==> src/rtl/mem_arbiter.sv <==
// Single-port memory arbiter between instruction fetch and the load/store path.
// One transaction in flight; data has priority, with a starvation guard for fetch.
module mem_arbiter #(
    parameter int unsigned MEM_LAT    = 2,
    parameter int unsigned STARVE_MAX = 2
) (
    input  logic        clk,
    input  logic        rst,
    input  logic        if_req,
    input  logic [31:0] if_addr,
    output logic        if_gnt,
    output logic        if_rvalid,
    output logic [31:0] if_rdata,
    input  logic        d_req,
    input  logic        d_we,
    input  logic [31:0] d_addr,
    input  logic [31:0] d_wdata,
    output logic        d_gnt,
    output logic        d_rvalid,
    output logic [31:0] d_rdata,
    output logic        mem_en,
    output logic        mem_we,
    output logic [31:0] mem_addr,
    output logic [31:0] mem_wdata,
    input  logic [31:0] mem_rdata
);

    localparam int unsigned CntW = $clog2(MEM_LAT + 1) + 1;
    localparam int unsigned StW  = $clog2(STARVE_MAX + 1) + 1;

    typedef enum logic [0:0] {StIdle, StWait} state_e;

    state_e          state_q, state_d;
    logic [CntW-1:0] cnt_q, cnt_d;
    logic [StW-1:0]  starve_q, starve_d;
    logic            owner_q, owner_d;  // 1 = data path owns the transaction
    logic            we_q, we_d;
    logic [31:0]     if_rdata_q, if_rdata_d;
    logic [31:0]     d_rdata_q, d_rdata_d;
    logic            if_rvalid_q, if_rvalid_d;
    logic            d_rvalid_q, d_rvalid_d;

    logic            starve_full;
    logic            d_win;
    logic            f_win;

    assign starve_full = (starve_q == StW'(STARVE_MAX));
    // Requests are masked during reset so nothing is granted while state is being cleared.
    assign d_win = !rst && d_req && !(if_req && starve_full);
    assign f_win = !rst && if_req && !d_win;

    always_comb begin
        state_d     = state_q;
        cnt_d       = cnt_q;
        starve_d    = starve_q;
        owner_d     = owner_q;
        we_d        = we_q;
        if_rdata_d  = if_rdata_q;
        d_rdata_d   = d_rdata_q;
        if_rvalid_d = 1'b0;
        d_rvalid_d  = 1'b0;
        if_gnt      = 1'b0;
        d_gnt       = 1'b0;
        mem_en      = 1'b0;
        mem_we      = 1'b0;
        mem_addr    = 32'h0;
        mem_wdata   = 32'h0;

        unique case (state_q)
            StIdle: begin
                if (d_win) begin
                    d_gnt     = 1'b1;
                    mem_en    = 1'b1;
                    mem_we    = d_we;
                    mem_addr  = d_addr;
                    mem_wdata = d_wdata;
                    owner_d   = 1'b1;
                    we_d      = d_we;
                    state_d   = StWait;
                    cnt_d     = CntW'(1);
                    if (!if_req) begin
                        starve_d = '0;
                    end else if (!starve_full) begin
                        starve_d = starve_q + StW'(1);
                    end
                end else if (f_win) begin
                    if_gnt   = 1'b1;
                    mem_en   = 1'b1;
                    mem_addr = if_addr;
                    owner_d  = 1'b0;
                    we_d     = 1'b0;
                    state_d  = StWait;
                    cnt_d    = CntW'(1);
                    starve_d = '0;
                end
            end
            StWait: begin
                cnt_d = cnt_q + CntW'(1);
                if (cnt_q == CntW'(MEM_LAT)) begin
                    state_d = StIdle;
                    cnt_d   = '0;
                    if (owner_q) begin
                        d_rvalid_d = 1'b1;
                        if (!we_q) begin
                            d_rdata_d = mem_rdata;
                        end
                    end else begin
                        if_rvalid_d = 1'b1;
                        if_rdata_d  = mem_rdata;
                    end
                end
            end
            default: state_d = StIdle;
        endcase
    end

    always_ff @(posedge clk) begin
        if (rst) begin
            state_q     <= StIdle;
            cnt_q       <= '0;
            starve_q    <= '0;
            owner_q     <= 1'b0;
            we_q        <= 1'b0;
            if_rdata_q  <= 32'h0;
            d_rdata_q   <= 32'h0;
            if_rvalid_q <= 1'b0;
            d_rvalid_q  <= 1'b0;
        end else begin
            state_q     <= state_d;
            cnt_q       <= cnt_d;
            starve_q    <= starve_d;
            owner_q     <= owner_d;
            we_q        <= we_d;
            if_rdata_q  <= if_rdata_d;
            d_rdata_q   <= d_rdata_d;
            if_rvalid_q <= if_rvalid_d;
            d_rvalid_q  <= d_rvalid_d;
        end
    end

    assign if_rvalid = if_rvalid_q;
    assign d_rvalid  = d_rvalid_q;
    assign if_rdata  = if_rdata_q;
    assign d_rdata   = d_rdata_q;

endmodule
==> config.mk <==
export PLATFORM = sky130hd
export DESIGN_NAME = mem_arbiter
export DESIGN_NICKNAME = d
export VERILOG_FILES = /design/src/rtl/mem_arbiter.sv
export SDC_FILE = /design/constraint.sdc
export NUM_CORES = 1
export LEC_CHECK = 0
export BUFFER_PORTS_ARGS = -buffer_cell sky130_fd_sc_hd__buf_2
export CAP_MARGIN = 20
export CORE_AREA = 2 2 103 105
export CTS_BUF_LIST = sky130_fd_sc_hd__clkbuf_4
export DETAILED_ROUTE_END_ITERATION = 12
export DIE_AREA = 0 0 105 107
export PLACE_DENSITY = 0.75
export SYNTH_ARGS = -nofsm -noshare
export SYNTH_HDL_FRONTEND = slang
export SYNTH_SLANG_ARGS = --single-unit
==> constraint.sdc <==
create_clock -name clk -period 3.3 [get_ports clk]
set_input_delay 0.165 -clock clk [delete_from_list [all_inputs] [get_ports clk]]
set_output_delay 0.165 -clock clk [all_outputs]
set_load 0.02 [all_outputs]
**Word-level counts from Yosys, hierarchy flattened**

Index checks and enable logic that the tools add are counted.

- Input port bits: 133
- Logic and storage cells: 62
- Register bits after elaboration: 75
- Output and inout bits: 134

- Equality and inequality tests: 4
- Reduce and logical (&&, ||, !) cells: 14
- Add/subtract/negate cells: 2
- Mux-type cells: 29
- Bitwise operators: 4

Operators with widths:

| kind | number |
|---|---|
| $mux 32 | 5 |
| $mux 3 | 7 |
| $mux 1 | 15 |
| $add 3x1->3 const B | 2 |
| $eq 3x2->1 const B | 2 |
| $ne 3x3->1 const B | 2 |
| $pmux 3 s2 | 1 |
| $reduce_and 3->1 | 2 |
| $logic_and 1x1->1 | 5 |
| $not 1->1 | 4 |
| $reduce_and 4->1 | 1 |
| $logic_not 1->1 | 3 |
| $reduce_or 3->1 | 1 |
| $pmux 1 s2 | 1 |
| $reduce_and 2->1 | 1 |
| $reduce_bool 2->1 | 1 |

**Depth between registers and ports, before layout**

- Word-level depth: 9
- Depth in mapped cells: 7
- Depth with buffers taken out: 5

**Least setup slack after synthesis**

OpenSTA, ideal clock, no wires.

- Kind: reg-to-output
- From: register starve_q[0]
- To: output port mem_wdata[22]
- Stages on the path, launching flop included: 7
- Setup slack: 1318 ps
- Arrival: 1817 ps
- Path buffers: 1
- Required time: 3135 ps
- Path through: dfxtp_1 -> inv_1 -> ha_1 -> nor2b_1 -> a2111oi_4 -> clkbuf_1 -> and2_1

- Cells in the longest elaborated chain, start to end: 6

RTL lines:

| element | RTL line | RTL |
|---|---|---|
| start, declared | 35 | `logic [StW-1:0] starve_q, starve_d;` |
| start signal, assigned | 131 | `starve_q <= starve_d;` |
| $eq 3x2->1 | 47 | `assign starve_full = (starve_q == StW'(STARVE_MAX));` |
| $logic_and 1x1->1 | 49 | `assign d_win = !rst && d_req && !(if_req && starve_full);` |
| $logic_not 1->1 | 49 |  |
| $logic_and 1x1->1 | 49 |  |
| $mux 32 | 71 | `if (d_win) begin` |
| $mux 32 | 69 | `unique case (state_q)` |
| end, declared | 24 | `output logic [31:0] mem_wdata,` |

Every way passes these cells.

**Final worst setup path**

- From: register starve_q[0]
- To: output port mem_addr[5]

- Cells in the longest elaborated chain, start to end: 9

RTL lines:

| element | RTL line | RTL |
|---|---|---|
| $eq 3x2->1 * | 47 |  |
| $logic_and 1x1->1 * | 49 |  |
| $logic_not 1->1 * | 49 |  |
| $logic_and 1x1->1 * | 49 |  |
| $logic_not 1->1 | 50 | `assign f_win = !rst && if_req && !d_win;` |
| $logic_and 1x1->1 | 50 |  |
| $mux 32 | 86 | `end else if (f_win) begin` |
| $mux 32 * | 71 |  |
| $mux 32 * | 69 |  |
| end, declared | 23 | `output logic [31:0] mem_addr,` |

Every way passes the cells marked *; elsewhere a longest branch is shown, timed or not.

==> results.ini <==
[die]
dieArea_um2=11200
ios=267
fp-row-count=37
dieWidth_um=105
core_um2=10100
initial_core_util_pct=36.7
dieHeight_um=107

[min_path]
hp-class=in2reg

[timing]
whs_ns=0.0154
tightest_slew_ns=0.671
period_minus_slack_ns=2.73
post-route-period-util_pct=82.7
slew_headroom_pct=55.3
fin_setup_tns_ns=0
maxSlewViolCount=0
fmax_mhz=367
fin_skew_ns=0.0116
rsz0062_at_grt=no
hold_violations=0
setup_viol=0

[grt]
grt_overflow=0
grt_max_degree=98
grt_pass1_wl_mm=19.5
antenna_found_initial=2
grtUsageTotal_pct=22.4
grt_pass1_vias=3754

[routing]
wl_per_cell_um=16.9
ant_nets=0
wirelength_mm=13.4
drc=0
viasPerCell=4.83
vias=3811
drtIter0Drc=242
dr.pass1.iters=4

[cts]
insertion_delay_ns=0.42
root_buffer=clkbuf_4
clk_pin_slew_ns=0.14
clockBufferDepth=2
htreeDepth=3
cts_made_buffers=9
cts_tree=yes
cts_resized=0
cts_hold_repair.buffers=14
cts.sinks=75
post_cts_buffers=0

[setup_path]
path_class=reg2out
crit_path_max_fanout=65
worstSetupStartpointType=flop
arrival_ns=2.56
critPathRequiredTime_ns=3.13
critPathCaptureType=output pin

[layout]
n_fill_cell=969
final_util_pct=53.7
final_common_cell=buf_2
layout.nets=782
syn_to_final_growth_pct=46.4
fin_cells=789
final_cell_mix=266 x buf_2, 101 x nand2b_1, 75 x dfxtp_1, 64 x mux2i_1, 34 x and2_1
stdcell_area_um2=5420
drive_gt1_share_pct=45.2

[synthesis]
syn-num-nets=514
syn_inst=379
yosysWarningCount=0
syn_area_um2=3700
avgSynthCellArea_um2=9.78
ys_seq_area_share_pct=40.5
ys_ff_latch=75
ys_types=31

[placed_design]
hpwl_mm=10.5
postPlaceCellArea_um2=5150
place.gp.congestion=0.866
io_buffers=266
place_inst=757

[pwr]
powerDensity_nw_per_um2=330
irDropWorstVdd_mv=0.206
power.leakage_nw=2.87

[run_status]
status=finished clean

[flow_run]
drv_cap=0

[worst paths after layout]
path	endpoint	cells past startpoint	slack, ns	from
max	mem_addr[5]	7	0.57	starve_q[0]
min	if_rdata[7]	3	0.02	mem_rdata[7]
max reg2reg	if_rdata[3]	3	1.36	state_q
min reg2reg	if_rdata[21]	2	0.48	if_rdata[21]
[state kept, by name, indices dropped and copies added, names as in the netlist]
signal	cells
cnt_q	3
d_rdata	32
d_rvalid	1
if_rdata	32
if_rvalid	1
owner_q	1
starve_q	3
state_q	1
we_q	1
[metal layers]
layer | routed length, um | part of all wire, % | GRT usage, % | up-vias
li1 | - | - | - | 1825
met1 | 5190 | 39 | 25.0 | 1767
met2 | 6520 | 49 | 38.7 | 185
met3 | 1150 | 8.6 | 7.36 | 32
met4 | 480 | 3.6 | 10.6 | 2
met5 | 13 | 0.097 | 0 | -
[cells in the mapped netlist]
| master | instances | area (um^2) |
|---|---|---|
| nand3_1 | 1 | 5.00 |
| and2_1 | 34 | 213 |
| or3b_2 | 1 | 8.76 |
| a22o_1 | 33 | 289 |
| a2111oi_4 | 1 | 27.5 |
| buf_2 | 15 | 75.1 |
| o21ai_0 | 2 | 10.0 |
| nor3_1 | 6 | 30.0 |
| inv_2 | 1 | 3.75 |
| ha_1 | 2 | 25.0 |
| mux2i_1 | 64 | 641 |
| nand2b_1 | 101 | 632 |
| o21ba_2 | 2 | 20.0 |
| nand4bb_1 | 1 | 11.3 |
| a31oi_1 | 1 | 6.26 |
| nor2_1 | 5 | 18.8 |
| a21boi_0 | 1 | 7.51 |
| o22a_1 | 1 | 8.76 |
| a211oi_2 | 1 | 12.5 |
| a211oi_1 | 1 | 7.51 |
| a32o_1 | 1 | 10.0 |
| or4_1 | 1 | 7.51 |
| dfxtp_1 | 75 | 1500 |
| nor2b_1 | 2 | 12.5 |
| inv_1 | 2 | 7.51 |
| nor3_2 | 1 | 10.0 |
| or3_1 | 2 | 12.5 |
| clkbuf_1 | 15 | 56.3 |
| a21o_1 | 1 | 7.51 |
| nand3b_1 | 1 | 7.51 |
| a21oi_1 | 4 | 20.0 |
[where the power goes]
| part | leakage (nW) | internal (mW) | total, mW | switching (mW) |
|---|---|---|---|---|
| Clock | 0.0643 | 0.159 | 0.506 | 0.347 |
| Sequential | 0.606 | 0.919 | 0.933 | 0.0138 |
| Combinational | 2.20 | 0.165 | 0.351 | 0.186 |
| Total | 2.87 | 1.24 | 1.79 | 0.547 |
[area by class of cell]
| cell class | count | area, um^2 | area share (%) |
|---|---|---|---|
| Inverter | 3 | 11.3 | 0.208 |
| Timing Repair Buffer | 287 | 1540 | 28.4 |
| Clock buffer | 9 | 67.6 | 1.25 |
| Clock inverter | 7 | 51.3 | 0.946 |
| Tap cell | 136 | 170 | 3.14 |
| Sequential cell | 75 | 1500 | 27.7 |
| Antenna cell | 1 | 2.50 | 0.0461 |
| Multi-Input combinational cell | 271 | 2080 | 38.3 |
[critical path: stages (launching register included)]
cell and delay, ns:
dfxtp_1 0.39, inv_1 0.06, ha_1 0.21, nor2b_1 0.17, a2111oi_4 0.50, buf_12 0.30
a22o_1 0.27, buf_2 0.20
[per-stage QoR]
step	total power, mW	worst slack (ns)
after floorplan	1.13	1.32
after global placement	1.28	1.08
after detailed placement	1.29	1.04
after CTS	1.81	0.545
after global routing	1.87	0.429
final	1.79	0.572
[cell families (layout without fill, tap and decap cells)]
| logic type | Yosys count | after routing | share of synthesized area (%) |
|---|---|---|---|
| buffers and inverters | 33 | 306 | 3.85 |
| other | 0 | 1 | 0 |
| multiplexers | 64 | 64 | 17.3 |
| AO/OA/AOI/OAI | 49 | 49 | 11.5 |
| adder cells (fa/ha/maj) | 2 | 2 | 0.675 |
| flip-flops | 75 | 75 | 40.5 |
| AND/OR/NAND/NOR | 156 | 156 | 26.1 |
Power figures use the tool's default switching activity.
